`config.mk`:
```
export PLATFORM = sky130hd
export DESIGN_NAME = uart_word_rx
export DESIGN_NICKNAME = d
export VERILOG_FILES = /design/src/rtl/uart_pkg.sv /design/src/rtl/uart_rx_byte.sv /design/src/rtl/uart_word_rx.sv
export SDC_FILE = /design/constraint.sdc
export NUM_CORES = 1
export LEC_CHECK = 0
export BUFFER_PORTS_ARGS = -buffer_cell sky130_fd_sc_hd__buf_2
export CAP_MARGIN = 5
export CELL_PAD_IN_SITES_DETAIL_PLACEMENT = 0
export CELL_PAD_IN_SITES_GLOBAL_PLACEMENT = 1
export CORE_MARGIN = 8
export CORE_UTILIZATION = 43
export DETAILED_ROUTE_END_ITERATION = 8
export MAX_ROUTING_LAYER = met4
export PLACE_DENSITY_LB_ADDON = 0.1
export SYNTH_ARGS = -nofsm -noshare
export SYNTH_HDL_FRONTEND = slang
export SYNTH_SLANG_ARGS = --single-unit
```
`constraint.sdc`:
```
create_clock -name clock -period 3.5 [get_ports clock]
set_input_delay 0.7 -clock clock [delete_from_list [all_inputs] [get_ports clock]]
set_output_delay 0.7 -clock clock [all_outputs]
set_load 0.01 [all_outputs]
```
`src/rtl/uart_pkg.sv`:
```
// Shared UART definitions: receive bit-FSM states and baud divider helper.
// Used by both the receive and transmit halves of the UART word path.
package uart_pkg;

    typedef enum logic [1:0] {
        IDLE,
        START,
        DATA,
        STOP
    } rx_state_t;

    // Clock cycles per bit time, rounded down.
    function automatic int clks_per_bit(input int clk_freq, input int baud_rate);
        return clk_freq / baud_rate;
    endfunction

endpackage

```
`src/rtl/uart_rx_byte.sv`:
```
// Byte-level UART receiver: 2-flop synchroniser, start/data/stop bit FSM and
// baud counter. Emits one-cycle byte_valid / stop_err at the mid-stop sample.
module uart_rx_byte
    import uart_pkg::*;
#(
    parameter int WORD_PART    = 8,
    parameter int CLKS_PER_BIT = 1736
) (
    input  logic                 clock,
    input  logic                 reset,
    input  logic                 sig_in,
    output logic                 byte_valid,
    output logic [WORD_PART-1:0] byte_data,
    output logic                 stop_err,
    output logic                 start_det,
    output logic                 rx_idle
);

    localparam int HALF_BIT = CLKS_PER_BIT / 2;
    localparam int CNT_W    = $clog2(CLKS_PER_BIT);
    localparam int BIT_W    = (WORD_PART > 1) ? $clog2(WORD_PART) : 1;

    // line_q[0]: first sync stage, [1]: synchronised line, [2]: previous synchronised value.
    logic [2:0]           line_q, line_d;
    rx_state_t            state_q, state_d;
    logic [CNT_W-1:0]     cnt_q, cnt_d;
    logic [BIT_W-1:0]     bit_idx_q, bit_idx_d;
    logic [WORD_PART-1:0] shift_q, shift_d;

    logic rx_bit;
    logic fall;

    assign rx_bit    = line_q[1];
    assign fall      = line_q[2] & ~line_q[1];
    assign byte_data = shift_q;
    assign rx_idle   = (state_q == IDLE);

    // Register the synchroniser chain, FSM state, baud counter and shift register.
    // NOTE: sequential state uses non-blocking (<=) so every flop samples pre-edge values.
    always_ff @(posedge clock or posedge reset) begin
        if (reset) begin
            line_q    <= 3'b111;
            state_q   <= IDLE;
            cnt_q     <= '0;
            bit_idx_q <= '0;
            shift_q   <= '0;
        end else begin
            line_q    <= line_d;
            state_q   <= state_d;
            cnt_q     <= cnt_d;
            bit_idx_q <= bit_idx_d;
            shift_q   <= shift_d;
        end
    end

    // Next-state logic: detect start, verify it at half-bit, sample data and stop at mid-bit.
    // NOTE: every output of this block gets a default first, so no path can infer a latch.
    always_comb begin
        line_d     = {line_q[1:0], sig_in};
        state_d    = state_q;
        cnt_d      = cnt_q;
        bit_idx_d  = bit_idx_q;
        shift_d    = shift_q;
        byte_valid = 1'b0;
        stop_err   = 1'b0;
        start_det  = 1'b0;

        case (state_q)
            IDLE: begin
                if (fall) begin
                    start_det = 1'b1;
                    state_d   = START;
                    cnt_d     = '0;
                end
            end
            START: begin
                if (cnt_q == CNT_W'(HALF_BIT - 1)) begin
                    cnt_d     = '0;
                    bit_idx_d = '0;
                    // A line that is high again at half-bit was a glitch.
                    state_d   = rx_bit ? IDLE : DATA;
                end else begin
                    cnt_d = cnt_q + CNT_W'(1);
                end
            end
            DATA: begin
                if (cnt_q == CNT_W'(CLKS_PER_BIT - 1)) begin
                    cnt_d   = '0;
                    shift_d = {rx_bit, shift_q[WORD_PART-1:1]};
                    if (bit_idx_q == BIT_W'(WORD_PART - 1)) begin
                        state_d = STOP;
                    end else begin
                        bit_idx_d = bit_idx_q + BIT_W'(1);
                    end
                end else begin
                    cnt_d = cnt_q + CNT_W'(1);
                end
            end
            STOP: begin
                if (cnt_q == CNT_W'(CLKS_PER_BIT - 1)) begin
                    // Return at mid-stop so the next start edge is seen without dead time.
                    cnt_d      = '0;
                    state_d    = IDLE;
                    byte_valid = rx_bit;
                    stop_err   = ~rx_bit;
                end else begin
                    cnt_d = cnt_q + CNT_W'(1);
                end
            end
            default: state_d = IDLE;
        endcase
    end

endmodule

```
`src/rtl/uart_word_rx.sv`:
```
// UART receive word path: packs WORD_SIZE/WORD_PART bytes (first byte in the LSBs)
// and pushes each word into the receive FIFO, flagging framing errors,
// overruns and inter-byte timeouts as single-cycle pulses.
module uart_word_rx
    import uart_pkg::*;
#(
    parameter int WORD_SIZE    = 32,
    parameter int WORD_PART    = 8,
    parameter int CLQ_FREQ     = 200_000_000,
    parameter int BAUD_RATE    = 115200,
    parameter int TIMEOUT_BITS = 40
) (
    input  logic                 clock,
    input  logic                 reset,
    input  logic                 sig_in,
    input  logic                 full,
    output logic                 w_enable,
    output logic [WORD_SIZE-1:0] data_out,
    output logic                 frame_err,
    output logic                 overrun,
    output logic                 timeout
);

    localparam int CPB       = clks_per_bit(CLQ_FREQ, BAUD_RATE);
    localparam int BYTES     = WORD_SIZE / WORD_PART;
    localparam int IDX_W     = (BYTES > 1) ? $clog2(BYTES) : 1;
    localparam int TMO_LIMIT = TIMEOUT_BITS * CPB;
    localparam int TMO_W     = $clog2(TMO_LIMIT + 1);

    logic                 byte_valid;
    logic [WORD_PART-1:0] byte_data;
    logic                 stop_err;
    logic                 start_det;
    logic                 rx_idle;

    logic [IDX_W-1:0]     byte_idx_q, byte_idx_d;
    logic [WORD_SIZE-1:0] word_q, word_d;
    logic [WORD_SIZE-1:0] data_out_q, data_out_d;
    logic [TMO_W-1:0]     tmo_cnt_q, tmo_cnt_d;
    logic                 w_enable_q, w_enable_d;
    logic                 overrun_q, overrun_d;
    logic                 frame_err_q, frame_err_d;
    logic                 timeout_q, timeout_d;

    uart_rx_byte #(
        .WORD_PART    (WORD_PART),
        .CLKS_PER_BIT (CPB)
    ) u_rx_byte (
        .clock      (clock),
        .reset      (reset),
        .sig_in     (sig_in),
        .byte_valid (byte_valid),
        .byte_data  (byte_data),
        .stop_err   (stop_err),
        .start_det  (start_det),
        .rx_idle    (rx_idle)
    );

    assign w_enable  = w_enable_q;
    assign data_out  = data_out_q;
    assign frame_err = frame_err_q;
    assign overrun   = overrun_q;
    assign timeout   = timeout_q;

    // Register packing state, timeout counter and the registered output pulses.
    always_ff @(posedge clock or posedge reset) begin
        if (reset) begin
            byte_idx_q  <= '0;
            word_q      <= '0;
            data_out_q  <= '0;
            tmo_cnt_q   <= '0;
            w_enable_q  <= 1'b0;
            overrun_q   <= 1'b0;
            frame_err_q <= 1'b0;
            timeout_q   <= 1'b0;
        end else begin
            byte_idx_q  <= byte_idx_d;
            word_q      <= word_d;
            data_out_q  <= data_out_d;
            tmo_cnt_q   <= tmo_cnt_d;
            w_enable_q  <= w_enable_d;
            overrun_q   <= overrun_d;
            frame_err_q <= frame_err_d;
            timeout_q   <= timeout_d;
        end
    end

    // Pack bytes, decide push vs overrun on word completion, and run the inter-byte timeout.
    always_comb begin
        byte_idx_d  = byte_idx_q;
        word_d      = word_q;
        data_out_d  = data_out_q;
        tmo_cnt_d   = tmo_cnt_q;
        w_enable_d  = 1'b0;
        overrun_d   = 1'b0;
        frame_err_d = 1'b0;
        timeout_d   = 1'b0;

        if (byte_valid) begin
            for (int b = 0; b < BYTES; b++) begin
                if (byte_idx_q == IDX_W'(b)) begin
                    word_d[b*WORD_PART +: WORD_PART] = byte_data;
                end
            end
            if (byte_idx_q == IDX_W'(BYTES - 1)) begin
                byte_idx_d = '0;
                if (full) begin
                    overrun_d = 1'b1;
                end else begin
                    w_enable_d = 1'b1;
                    data_out_d = word_d;
                end
            end else begin
                byte_idx_d = byte_idx_q + IDX_W'(1);
            end
        end else if (stop_err) begin
            // Drop the byte and resynchronise on a word boundary.
            frame_err_d = 1'b1;
            byte_idx_d  = '0;
        end

        // Idle-time watchdog on a partially assembled word; byte_valid/stop_err
        // only occur outside IDLE, so this never overlaps the pulses above.
        if (start_det || byte_idx_q == '0) begin
            tmo_cnt_d = '0;
        end else if (rx_idle) begin
            if (tmo_cnt_q == TMO_W'(TMO_LIMIT - 1)) begin
                timeout_d  = 1'b1;
                byte_idx_d = '0;
                tmo_cnt_d  = '0;
            end else begin
                tmo_cnt_d = tmo_cnt_q + TMO_W'(1);
            end
        end
    end

endmodule

```
==> results.py <==
metrics = {
    "final_layout": {
        "nets": 490,
        "area.growth.synth_to_final_pct": 11.0,
        "fin_util_pct": 48.7,
        "drive_gt1_share_pct": 23.2,
        "diodes": 0,
        "fin_cells": 625,
    },
    "clock_network": {
        "clock_latency_ps": 350,
        "clk_path_buf_depth": 2,
        "post_cts_buffers": 0,
        "root_buffer": "clkbuf_16",
        "clock_sinks": 106,
        "clk_pin_slew_ps": 70,
        "htreeDepth": 3,
        "tritoncts": "built",
        "post_cts_resized": 0,
        "holdBufCountCts": 0,
        "cts_buffers": 9,
    },
    "synth": {
        "synth_area_leader_cell": "dfrtp_1",
        "yosysWarningCount": 0,
        "synth_top_family_by_area": "multiplexers",
        "ys_seq_area_share_pct": 53.0,
        "syn-cell-area_sq_um": 5010,
        "synth_xor_area_share_pct": 1.05,
        "synth-simple-area-share_pct": 12.6,
        "synth_area_leaders": "dfrtp_1 51%, mux2_2 9.2%, o21ai_0 7.3%",
        "synthAdderAreaFrac_pct": 2.00,
        "synth_nets": 473,
        "synthCells": 461,
        "avgSynthCellArea_sq_um": 10.9,
        "synth_top_cells_by_count": "103 x dfrtp_1, 73 x o21ai_0, 41 x mux2_2",
        "synth_most_common_cell": "dfrtp_1",
        "ys.flop_type": "dfrtp_1",
        "synth.distinct_cells": 49,
        "synth.top_cell.area_share_pct": 51.4,
        "ys_ff_latch": 106,
        "synthArstFlopShare_pct": 100,
        "synth_compound_area_share_pct": 13.0,
        "synth_edf_count": 0,
        "synth.area.mux_share_pct": 14.4,
    },
    "setup_path": {
        "cp.required_ps": 3780,
        "start_kind": "flip-flop",
        "rrSetupSlack_ps": 890,
        "worstSetupPathType": "reg2reg",
        "end_kind": "flip-flop",
        "cp.arrival_ps": 2890,
        "cp_max_fo": 18,
    },
    "route": {
        "routed_via_density": 5.70,
        "vias": 3561,
        "drtAntennaViolNets": 0,
        "wl_per_cell_um": 18.1,
        "drtPass1Iterations": 4,
        "drc": 0,
        "drtIter0Drc": 285,
        "drt-total-wl_mm": 11.3,
    },
    "sta": {
        "finalSetupViolCount": 0,
        "period_share_pct": 74.7,
        "setup_tns_ps": 0,
        "tightest_slew_ps": 1020,
        "slew_violations": 0,
        "finalClockSkew_ps": 7.21,
        "hold_viol_final": 0,
        "fin_crit_ps": 2610,
        "fmax_ghz": 0.382,
        "relSlewSlack_pct": 31.7,
        "rsz0062_at_grt": "false",
    },
    "global_routing": {
        "grt_max_degree": 56,
        "grtUsageTotal_pct": 16.1,
        "gr-total-overflow": 0,
        "grt_pass1_wl_mm": 18.5,
        "antenna_found_initial": 0,
        "grt_pass1_vias": 3450,
    },
    "outcome": {
        "outcome": "finished, final reports clean",
    },
    "floorplan": {
        "core-area_sq_um": 11400,
        "die-area_sq_um": 15400,
        "start_util_pct": 43.9,
        "die_height_um": 124,
        "core.rowCount": 39,
        "io_pins": 40,
        "die_x_um": 124,
    },
    "place": {
        "dpl.cell_count": 610,
        "dpl.hpwl_mm": 7.24,
        "place.gp.congestion": 0.746,
        "numPortBuffers": 39,
    },
    "pwr": {
        "power_switching_mw": 0.702,
        "p_int_mw": 1.88,
        "ir_drop_mv": 0.365,
        "power_density_nw_per_um2": 465,
        "clkPwrFrac_pct": 37.6,
        "switching_share_pct": 27.2,
        "combPwrFrac_pct": 8.5,
        "seqPwrFrac_pct": 53.9,
        "leakage_nw": 2.44,
    },
    "run": {
        "maxCapViolations": 0,
    },
    "worst_hold_path": {
        "hp-class": "reg2reg",
    },
}
[final timing paths]
path	start	to	cells after the start
min in group asynchronous	reset	data_out[18]	2
max reg2reg	byte_idx_q[0]	tmo_cnt_q[16]	7
min reg2reg	u_rx_byte.line_q[0]	u_rx_byte.line_q[1]	0
max	byte_idx_q[0]	tmo_cnt_q[16]	7
min	u_rx_byte.line_q[0]	u_rx_byte.line_q[1]	0
max in group asynchronous	reset	u_rx_byte.line_q[2]	3
[power groups by stage]
stage          sequential, mW  combinational, mW  clock [mW]
2_1_floorplan            1.36              0.203           0
3_3_place_gp             1.41              0.218           0
3_5_place_dp             1.41              0.225           0
4_1_cts                  1.39              0.225        1.00
5_1_grt                  1.41              0.253        1.05
6_report                 1.39              0.220       0.971
[cells in the final DEF (no fill, tap or decap), drive strengths merged, types with 2 or more instances in the layout]
cell	Yosys	layout
a21oi	11	11
a22o	2	2
a22oi	9	9
and3	5	5
and4	4	4
and4bb	2	2
buf	17	45
clkbuf	22	10
clkinv	0	2
clkinvlp	0	2
dfrtp	103	103
dfstp	3	3
ha	8	8
inv	9	10
mux2	41	41
mux2i	26	26
nand2	26	26
nand2b	2	2
nand3	10	10
nand4	8	8
nor2	14	14
nor2b	5	5
nor3	8	8
nor3b	3	3
nor4	8	8
o211ai	4	4
o21ai	73	73
o21bai	2	2
o22ai	2	2
o31a	2	2
o31ai	3	3
or3	10	10
or4	2	2
xnor2	5	5
[stage by stage]
step                setup slack, ps  hold slack (ps)  power [mW]  area [sq um]
floorplan                      16.1              345        1.56          5010
global placement                970              346        1.63          5280
finish                          885              356        2.58          5560
global route                    758              356        2.71          5560
CTS                             896              355        2.62          5560
detailed placement              906              347        1.64          5280
[final cells by class]
| class | count | area, sq um |
|---|---|---|
| Tap cell | 143 | 179 |
| Sequential cell | 106 | 2660 |
| Fill cell | 1125 | 5860 |
| Multi-Input combinational cell | 307 | 2160 |
| Timing Repair Buffer | 45 | 253 |
| Clock inverter | 5 | 40.0 |
| Clock buffer | 10 | 239 |
| Inverter | 9 | 36.3 |
[cell families (layout without fill, tap and decap cells)]
kind of cell | after synthesis | in the layout
compound gates | 113 | 113
xor+xnor | 6 | 6
fa+ha+maj | 8 | 8
buf+inv | 48 | 69
flops | 106 | 106
mux | 67 | 67
simple gates | 113 | 113
[sequential cells by signal (all words and copies together) (netlist names), named ones only]
name,count
data_out,32
word_q,24
tmo_cnt_q,17
u_rx_byte.cnt_q,11
u_rx_byte.byte_data,8
u_rx_byte.bit_idx_q,3
u_rx_byte.line_q,3
byte_idx_q,2
frame_err,1
overrun,1
timeout,1
u_rx_byte.state_q,1
w_enable,1
[critical path, stage by stage, from the launching register on]
cell,delay [ps]
dfrtp_1,430
inv_1,110
ha_1,150
buf_4,250
o21ba_1,260
or4_1,660
or4_4,530
a22oi_2,140
[layer usage]
layer / global-route usage, % / wire length, um / vias up
met5: - / 0 / -
met4: 4.68 / 140 / 0
met3: 4.35 / 349 / 14
met2: 25.2 / 5470 / 46
met1: 20.0 / 5320 / 1797
li1: - / - / 1704
(Power assumes the default switching activity.)
